$ cat src/rtl/mmio_timer.sv
// mmio_timer: memory-mapped 16-bit down-counting timer with a 16-word register
// window (CTRL, LOAD, COUNT, STATUS), one-cycle registered read data and a
// level interrupt. Defining MMIO_TIMER_PRESCALER_EN adds a PRESCALE register
// at offset 4 that divides the tick rate; without it the timer ticks every
// cycle while running.
module mmio_timer #(
  parameter int ADDR_WIDTH = 12,
  parameter logic [ADDR_WIDTH-1:0] BASE_ADDR = 12'hFF0
) (
  input  logic                  clk_i,
  input  logic                  rst_i,
  input  logic [ADDR_WIDTH-1:0] mem_addr_i,
  input  logic                  mem_enable_i,
  input  logic                  mem_rd_en_i,
  input  logic                  mem_wr_en_i,
  input  logic [15:0]           mem_value_i,
  output logic [15:0]           mem_value_o,
  output logic                  hit_o,
  output logic                  irq_o
);

  typedef enum logic {STOP, RUN} state_t;

  localparam logic [3:0] OFF_CTRL   = 4'd0;
  localparam logic [3:0] OFF_LOAD   = 4'd1;
  localparam logic [3:0] OFF_COUNT  = 4'd2;
  localparam logic [3:0] OFF_STATUS = 4'd3;
`ifdef MMIO_TIMER_PRESCALER_EN
  localparam logic [3:0] OFF_PRESCALE = 4'd4;
`endif

  state_t      state_q, state_n;
  logic [2:0]  ctrl_q, ctrl_n;
  logic [15:0] load_q, load_n;
  logic [15:0] count_q, count_n;
  logic        expired_q, expired_n;
  logic [15:0] rd_data;
  logic [3:0]  offset;
  logic        sel, rd_hit, wr_hit;
  logic        tick, count_wr, expire;
`ifdef MMIO_TIMER_PRESCALER_EN
  logic [15:0] prescale_q, prescale_n;
  logic [15:0] pre_cnt_q, pre_cnt_n;
`endif

  assign sel      = mem_enable_i && (mem_addr_i[ADDR_WIDTH-1:4] == BASE_ADDR[ADDR_WIDTH-1:4]);
  assign offset   = mem_addr_i[3:0];
  assign rd_hit   = sel && mem_rd_en_i;
  assign wr_hit   = sel && mem_wr_en_i;
  assign count_wr = wr_hit && (offset == OFF_COUNT);
`ifdef MMIO_TIMER_PRESCALER_EN
  assign tick     = (state_q == RUN) && (pre_cnt_q >= prescale_q);
`else
  assign tick     = (state_q == RUN);
`endif
  // A COUNT write in the same cycle cancels the whole expiry event.
  assign expire   = tick && (count_q == 16'd0) && !count_wr;
  assign irq_o    = expired_q && ctrl_q[2];

  // Read mux of the current register values; undefined offsets read as zero.
  always_comb begin
    rd_data = 16'd0;
    case (offset)
      OFF_CTRL:     rd_data = {13'd0, ctrl_q};
      OFF_LOAD:     rd_data = load_q;
      OFF_COUNT:    rd_data = count_q;
      OFF_STATUS:   rd_data = {15'd0, expired_q};
`ifdef MMIO_TIMER_PRESCALER_EN
      OFF_PRESCALE: rd_data = prescale_q;
`endif
      default:      rd_data = 16'd0;
    endcase
  end

  // Timer datapath: tick effects first, then bus writes so software wins,
  // and finally the expiry set so it beats a same-cycle W1C.
  always_comb begin
    ctrl_n    = ctrl_q;
    load_n    = load_q;
    count_n   = count_q;
    expired_n = expired_q;
    if (tick && !count_wr) begin
      if (count_q != 16'd0)
        count_n = count_q - 16'd1;
      else if (ctrl_q[1])
        count_n = load_q;
      else
        ctrl_n[0] = 1'b0;
    end
    if (wr_hit) begin
      case (offset)
        OFF_CTRL:   ctrl_n  = mem_value_i[2:0];
        OFF_LOAD:   load_n  = mem_value_i;
        OFF_COUNT:  count_n = mem_value_i;
        OFF_STATUS: if (mem_value_i[0]) expired_n = 1'b0;
        default:    ;
      endcase
    end
    if (expire)
      expired_n = 1'b1;
  end

`ifdef MMIO_TIMER_PRESCALER_EN
  // Prescale divider: counts while running, restarts on EN rising or a PRESCALE write.
  always_comb begin
    prescale_n = prescale_q;
    pre_cnt_n  = 16'd0;
    if ((state_q == RUN) && !tick)
      pre_cnt_n = pre_cnt_q + 16'd1;
    if (wr_hit && (offset == OFF_PRESCALE)) begin
      prescale_n = mem_value_i;
      pre_cnt_n  = 16'd0;
    end
    if (ctrl_n[0] && !ctrl_q[0])
      pre_cnt_n = 16'd0;
  end

  // Prescaler registers.
  always_ff @(posedge clk_i) begin
    if (rst_i) begin
      prescale_q <= 16'd0;
      pre_cnt_q  <= 16'd0;
    end else begin
      prescale_q <= prescale_n;
      pre_cnt_q  <= pre_cnt_n;
    end
  end
`endif

  // STOP/RUN follows the EN bit as it will be after this edge.
  always_comb begin
    state_n = state_q;
    case (state_q)
      STOP:    if (ctrl_n[0])  state_n = RUN;
      RUN:     if (!ctrl_n[0]) state_n = STOP;
      default: state_n = STOP;
    endcase
  end

  // State register.
  always_ff @(posedge clk_i) begin
    if (rst_i) state_q <= STOP;
    else       state_q <= state_n;
  end

  // Software-visible registers.
  always_ff @(posedge clk_i) begin
    if (rst_i) begin
      ctrl_q    <= 3'd0;
      load_q    <= 16'd0;
      count_q   <= 16'd0;
      expired_q <= 1'b0;
    end else begin
      ctrl_q    <= ctrl_n;
      load_q    <= load_n;
      count_q   <= count_n;
      expired_q <= expired_n;
    end
  end

  // Registered read response, zero whenever the previous cycle had no read hit.
  always_ff @(posedge clk_i) begin
    if (rst_i) begin
      mem_value_o <= 16'd0;
      hit_o       <= 1'b0;
    end else begin
      mem_value_o <= rd_hit ? rd_data : 16'd0;
      hit_o       <= rd_hit;
    end
  end

endmodule

$ cat config.mk
export PLATFORM = sky130hd
export DESIGN_NAME = mmio_timer
export DESIGN_NICKNAME = d
export VERILOG_FILES = /design/src/rtl/mmio_timer.sv
export SDC_FILE = /design/constraint.sdc
export NUM_CORES = 1
export LEC_CHECK = 0
export CORE_MARGIN = 4
export CORE_UTILIZATION = 52
export DETAILED_ROUTE_END_ITERATION = 6
export PLACE_DENSITY = 0.79
export SYNTH_ARGS = -nofsm -noshare
export SYNTH_HDL_FRONTEND = slang
export SYNTH_SLANG_ARGS = --single-unit
$ cat constraint.sdc
create_clock -name clk_i -period 2.3 [get_ports clk_i]
set_input_delay 0.345 -clock clk_i [delete_from_list [all_inputs] [get_ports clk_i]]
set_output_delay 0.345 -clock clk_i [all_outputs]
set_load 0.1 [all_outputs]
# == After elaboration in Yosys (flattened, before gate mapping) ==
# Cells that the tools add are included.
# word_totals
regBits,54
inputBits,33
out_inout_bits,18
# classes
addsub,1
n_eq_ne,4
muxes,16
n_bitwise,1
reduce_logical,19
# op_table
cell,n
2-to-1 mux 16 bit,5
one-hot mux 16 bit (4 select lines),1
zero test 16 bit,1
nonzero test 16 bit,1
subtractor 16 x 1 -> 16 bit (second input constant),1
2-to-1 mux 1 bit,10
== test 4 x 2 -> 1 bit (second input constant),2
== test 8 bit (second input constant),1
logical AND 1 bit,8
nonzero test 2 bit,3
== test 4 x 1 -> 1 bit (second input constant),1
zero test 4 bit,1
AND reduction 2 bit,2
AND reduction 3 bit,1
OR reduction 2 bit,1
zero test 1 bit,1
NOT 1 bit,1

# == Longest topological paths before layout ==
# Gate-level depths: netlist (run 1).
# depth
depth_word,10
mapped_depth,9

# == Worst setup path before layout (run 1) ==
# OpenSTA, ideal clock, no wires.
# synth_timing
path_type,input port to flip-flop
start,input port mem_addr_i[0]
end,register count_q[11]
setup_time_ns,0.117
arrival_time_ns,1.896
t_required_ns,2.183
path_slack_ns,0.287
cell_stages,7
path_buffers,2
path_cell_list,buf_6 > or4b_1 > or4_4 > buf_6 > nand2_4 > a31oi_1 > a22o_1
# synth_via
elab_chain_cells,7
# synth_rtl
element,line,rtl
from (decl),12,"input logic [ADDR_WIDTH-1:0] mem_addr_i,"
== test 4 x 2 -> 1 bit *,"50, 91",
logical AND 1 bit,50,assign count_wr = wr_hit && (offset == OFF_COUNT);
zero test 1 bit,82,if (tick && !count_wr) begin
logical AND 1 bit,82,
2-to-1 mux 16 bit,82,
2-to-1 mux 16 bit,91,case (offset)
2-to-1 mux 16 bit *,90,if (wr_hit) begin
to (signal assigned),156,count_q <= count_n;
to (decl),35,"logic [15:0] count_q, count_n;"
# Mark *: on every way between the ends. The rest lies on a longest branch, timed or not.
# A chain may end at the register's enable or synchronous reset.

# == Worst setup path after layout (run 1) ==
# layout_timing
start,input port mem_addr_i[0]
end,register count_q[0]
# Same word-level chain as after synthesis.

==> results of run 1 <==
==> path summary, 6_finish.rpt <==
kind                                    start          to  cells after the start
worst min register to register      expired_q   expired_q                      2
worst max register to register    count_q[11]  count_q[8]                      6
worst min-delay path                expired_q   expired_q                      2
worst max-delay path            mem_addr_i[0]  count_q[0]                      6
==> final cells by class <==
cell class / count / area (µm²)
clock inverter: 3 / 43.8
timing repair buffer: 83 / 703
inverter: 5 / 18.8
tap: 70 / 87.6
sequential: 53 / 1060
fill: 424 / 1570
clock buffer: 5 / 68.8
multi-input combinational: 244 / 1590
==> cell families after synthesis <==
group	after synthesis	share of synthesized area, %
AO/OA/AOI/OAI	75	18.2
adder cells (fa/ha/maj)	2	0.900
buffers and inverters	28	4.90
flip-flops	53	38.1
multiplexers	28	10.6
AND/OR/NAND/NOR	139	27.3
==> critical path: cells and delay by family <==
family          cells  cell delay (ns)
compound gates      2             0.24
simple gates        2             1.16
buf+inv             2             0.62
==> layer usage <==
layer | vias to the layer above | share of wire (%)
met2 | 163 | 47
met5 | - | 0
li1 | 1340 | -
met1 | 1358 | 41
met3 | 30 | 9.1
met4 | 0 | 2.6
==> metrics by stage <==
stage	util [%]	worst slack (ns)	TNS, ns	cell area [µm²]
global placement	67.3	-0.135	-1.08	3460
finish	69.5	0.123	0	3570
CTS	69.5	0.160	0	3570
floorplan	-	0.287	0	2780
global route	69.5	0.0475	0	3570
detailed placement	67.3	-0.168	-1.63	3460
==> power by group through the flow <==
stage               combinational [mW]  clock (mW)  sequential (mW)
global placement                 0.115           0            0.938
global route                     0.125       0.684            0.917
floorplan                       0.0313           0            0.938
CTS                              0.117       0.650            0.917
finish                           0.118       0.641            0.917
detailed placement               0.116           0            0.938
==> state kept, by name, indices dropped and copies added, names as in the netlist <==
signal       flops
mem_value_o     16
expired_q        1
load_q          16
count_q         16
hit_o            1
state_q          1
ctrl_q           2
==> layout by cell type, fill, tap and decap left out, types with 2 or more instances in the layout <==
cell type         n
a211oi_1          2
a21oi_1          17
a22o_1            2
a22oi_1          13
a31oi_1           6
a41o_1            2
and2_1            3
and3_1            8
and4_1            3
buf_4            51
clkbuf_8          5
clkdlybuf4s50_1  32
dfxtp_1          53
ha_1              2
inv_1             5
mux2i_1          26
nand2_1          20
nand3_1          13
nand3b_1          3
nand4_1           8
nand4b_1          3
nor2_1           48
nor2b_1           2
nor3_1            7
nor4_1            3
nor4_2            2
o21ai_0          15
o21bai_1          2
o31ai_1           2
o41a_1            2
or4_1             2
==> metrics.yaml, run 1 <==
drc: 0
post-route-min-period_ns: 2.18
wl_per_cell_um: 18.1
pwr-share-comb_pct: 7.1
fin_total_pwr_mw: 1.68
num_rows: 26
whs_ns: 0.510
diodes: 0
synthTopCellsByCount: "53 x dfxtp_1, 48 x nor2_1, 26 x mux2i_1"
maxSlewHeadroom_pct: 52.2
finalSetupViolCount: 0
htree_levels: 2
grt_pass1_vias: 2724
drive_gt1_share_pct: 18.8
cts.sinks: 53
post-route-period-util_pct: 94.6
ir_worst_vdd_mv: 0.313
vias: 2891
synth_ff_type: "dfxtp_1"
antenna_found_initial: 0
die_height_um: 81.1
cts_setup_buffers: 0
yosysMostFrequentCell: "dfxtp_1"
yosys_warnings: 0
start_util_pct: 54.1
finClkSkew_ns: 0.00866
worst_ep_required_time_ns: 2.48
postSynthCellCount: 325
syn-cell-area_um2: 2780
cp_max_fo: 7
portBuffers: 50
rsz0062_at_grt: "false"
hold_class: "flip-flop to flip-flop"
synthArstFlopShare_pct: 0
syn-num-nets: 360
slowest_stage: "or4b_1"
grt.busiest_layer: "met2"
avgSynthCellArea_um2: 8.56
worst_path_largest_cell_delay_ns: 0.58
clkSlewWorstSetupHoldPaths_ns: 0.09
seq_power_share_pct: 54.7
yosysUniqueCellTypes: 59
grt_max_degree: 23
cts_buffers: 5
syn_to_final_growth_pct: 28.5
power_frac_clock_pct: 38.3
p_leak_nw: 1.51
finalHoldViolations: 0
powerDensity_nw_per_um2: 469
swShare_pct: 21.8
internal-power_mw: 1.31
path_class: "primary input to flip-flop"
synth-seq-cells: 53
drv_cap: 0
hold_buffers: 0
stdcell_count: 463
yosysSeqAreaShare_pct: 38.1
dp.cells: 455
io_pins: 51
clock.fmax_mhz: 459
drt_first_pass_iters: 6
p_switching_uw: 365
use_met2_pct: 42.9
status: "finished clean"
worstSetupEndpointType: "flip-flop"
vias_per_cell: 6.24
detailed_place_hpwl_um: 6250
clockRootBuffer: "clkbuf_8"
clk_latency_ns: 0.31
worstMarginPinSlew_ns: 0.712
grt_pass1_wl_um: 13400
grt_usage_pct: 26.7
core-area_um2: 5140
die_w_um: 81.1
nets: 427
path_cells: "clkdlybuf4s50_1, or4b_1, or4_4, buf_4, o21ai_0, a31oi_1"
rrSetupSlack_ns: 0.20
arrival_ns: 2.36
grtUsageMet3_pct: 4.77
synth.top_cell.area_share_pct: 38.1
place_congestion: 0.958
final_antenna_net_count: 0
cp-start-kind: "primary input"
grt_remaining_overflow: 0
cts_resized: 0
cts_tree: "yes"
grt_use_met1_pct: 35.4
synthTopCellsByArea: "dfxtp_1 38%, mux2i_1 9.4%, nor2_1 6.5%, a22oi_1 3.5%, a21oi_1 3.1%"
synth-edff-count: 0
drt-initial-drc-count: 343
totalWireLength_um: 8390
synth_top_cell_by_area: "dfxtp_1"
dieArea_um2: 6580
slew_violations: 0
cts_buffer_depth: 2
No activity file was read; power rests on OpenSTA's default activity.
==> run 2, diff against run 1 <==
CORE_MARGIN = 3   (was 4)
==> run 2 against run 1 <==
Net effect:
- maximum frequency grew 0.67%
- flip-flop and latch count is the same
- non-clock buffer count grew 3
- sequential share of layout area shrank 0.32 points
- first-iteration DRC count shrank 27%
- combinational power is essentially flat
- register-to-register slack lost 0.03 ns
- final area grew 1.1%
- die area shrank 4.9%
- global-route usage grew 2.1 points
- power grew 1.5%
- via count shrank 2.2%
==> metrics.yaml, run 2 (synthesized netlist as in run 1, its figures left out) <==
status: "finished clean"
vias_per_cell: 6.10  # -2.2%
seq_power_share_pct: 53.9  # -0.8 points
die_w_um: 79.1  # -2.5%
slew_violations: 0  # unchanged
wl_met1_um: 3790  # +9.3%
drt_first_pass_iters: 5  # -1
wl_met2_um: 3990  # +1.1%
drt-initial-drc-count: 249  # -27%
core-area_um2: 4940  # -3.8%
p_switching_uw: 365  # -0.13%
rsz0062_at_grt: "false"
diodes: 0  # unchanged
cts_tree: "yes"
totalWireLength_um: 8760  # +4.4%
die_height_um: 79.1  # -2.5%
vias: 2826  # -2.2%
syn_to_final_growth_pct: 29.9
worstSetupEndpointType: "flip-flop"
pwr-share-comb_pct: 6.7  # -0.4 points
layout_common_cells: "53 x dfxtp_1, 53 x buf_4, 48 x nor2_1"
cp-start-kind: "primary input"
worst_ep_required_time_ns: 2.50  # +0.02 ns
cts_buffers: 5  # unchanged
final_area_um2: 3610  # +1.1%
post-route-min-period_ns: 2.16  # -0.0146 ns
cts.sinks: 53  # unchanged
cts_buffer_depth: 2  # unchanged
drc: 0  # unchanged
antenna_found_initial: 0  # unchanged
cp_max_fo: 7  # unchanged
r2r-start: "count_q[4]"
final_antenna_net_count: 0  # unchanged
largest_registers: "count_q: 16 flops, load_q: 16 flops, mem_value_o: 16 flops"
finClkSkew_ns: 0.0101  # +0.00146 ns
grt_usage_pct: 28.8  # +2.1 points
drive_gt1_share_pct: 19.4  # +0.61 points
wl_per_cell_um: 18.9  # +4.4%
htree_levels: 2  # unchanged
dpl_cell_area_um2: 3460  # -0.11%
start_util_pct: 56.3  # +2.2 points
wl_met3_um: 821  # +7.6%
detailed_place_hpwl_um: 6290  # +0.76%
path_class: "primary input to flip-flop"
maxSlewHeadroom_pct: 61.2  # +9.0 points
io_pins: 51  # unchanged
clk_latency_ns: 0.31  # about the same
p_leak_nw: 1.53  # +1.2%
fin_total_pwr_mw: 1.70  # +1.5%
cts_resized: 0  # unchanged
clock.fmax_mhz: 462  # +0.67%
hold_class: "flip-flop to flip-flop"
clkSlewWorstSetupHoldPaths_ns: 0.10  # about the same
ir_worst_vdd_mv: 0.365  # +17%
finalSetupViolCount: 0  # unchanged
place_congestion: 0.958  # about the same
r2r-end: "count_q[13]"
arrival_ns: 2.36  # about the same
min-delay-start: "load_q[7]"
swShare_pct: 21.4  # -0.34 points
fin_util_pct: 73.1  # +3.6 points
clockRootBuffer: "clkbuf_8"
num_rows: 25  # -3.8%
rrSetupSlack_ns: 0.17  # -0.03 ns
post-route-period-util_pct: 94.0  # -0.63 points
drv_cap: 0  # unchanged
holdPathStages: 2  # unchanged
finalHoldViolations: 0  # unchanged
powerDensity_nw_per_um2: 471  # +0.37%
grt_pass1_vias: 2724  # unchanged
worstHoldEndpoint: "mem_value_o[7]"
worstMarginPinSlew_ns: 0.577  # -0.134 ns
top_signal_layer_used: "met4"
internal-power_mw: 1.34  # +1.9%
nets: 430  # +0.70%
power_frac_clock_pct: 39.4  # +1.1 points
grt_pass1_wl_um: 14000  # +4.4%
grt_max_degree: 29  # +26%
portBuffers: 50  # unchanged
reg2reg_depth: 5  # -1
grt_remaining_overflow: 0  # unchanged
dieArea_um2: 6260  # -4.9%
==> run 2: cell types whose count changed in the layout (fill, tap and decap cells not counted) <==
cell,change
clkinvlp_4,+1
clkinv_2,-1
buf_4,+2
inv_6,-1
buf_12,+1
clkbuf_8,+1
==> run 2: worst max-delay path by stage <==
stage | from | end | slack (ns) | cells after the start
final | mem_addr_i[0] | count_q[15] | 0.14 | 6
after global placement | mem_addr_i[0] | count_q[15] | -0.16 | 6
after floorplan | mem_addr_i[0] | count_q[11] | 0.29 | 7
after detailed placement | mem_addr_i[0] | count_q[15] | -0.19 | 6
after global routing | mem_addr_i[3] | count_q[15] | 0.01 | 6
after CTS | count_q[0] | count_q[4] | 0.09 | 7
==> run 2: timing repair <==
| action | 4_1_cts | 5_1_grt |
|---|---|---|
| setup endpoints to repair | 0 | 6 |
| buffers inserted | 0 | 3 |
| hold buffers | 0 | 0 |
==> run 2: per-layer routing <==
layer,track usage (%),up-vias
li1,-,1344
met1,38.3,1319
met2,45.9,141
met3,8.16,22
met4,7.39,0
met5,0,-
==> run 2: power groups by stage <==
| stage | registers, mW | logic (mW) | clock network, mW |
|---|---|---|---|
| CTS | 0.917 | 0.113 | 0.678 |
| floorplan | 0.938 | 0.0313 | 0 |
| global route | 0.917 | 0.122 | 0.700 |
| finish | 0.917 | 0.115 | 0.669 |
| global placement | 0.938 | 0.112 | 0 |
| detailed placement | 0.938 | 0.113 | 0 |
==> run 2: area by class of cell <==
cell class | instances | area, µm²
inverter | 5 | 18.8
tap | 67 | 83.8
fill | 410 | 1330
timing repair buffer | 86 | 738
sequential | 53 | 1060
clock buffer | 6 | 82.6
clock inverter | 2 | 37.5
multi-input combinational | 244 | 1590
==> run 2: per-stage QoR <==
step                hold WS, ns  setup TNS [ns]  instances  setup WS (ns)
finish                    0.534               0        463          0.138
global route              0.583               0        463         0.0104
CTS                       0.539               0        460         0.0872
detailed placement        0.518           -1.21        452         -0.193
global placement          0.497          -0.849        452         -0.163
floorplan                 0.453               0        325          0.287
==> run 2: critical path, cell delays in order <==
cell	delay, ns
clkdlybuf4s50_1	0.41
or4b_1	0.55
or4_4	0.61
and3_1	0.23
a21oi_1	0.11
o32ai_1	0.09
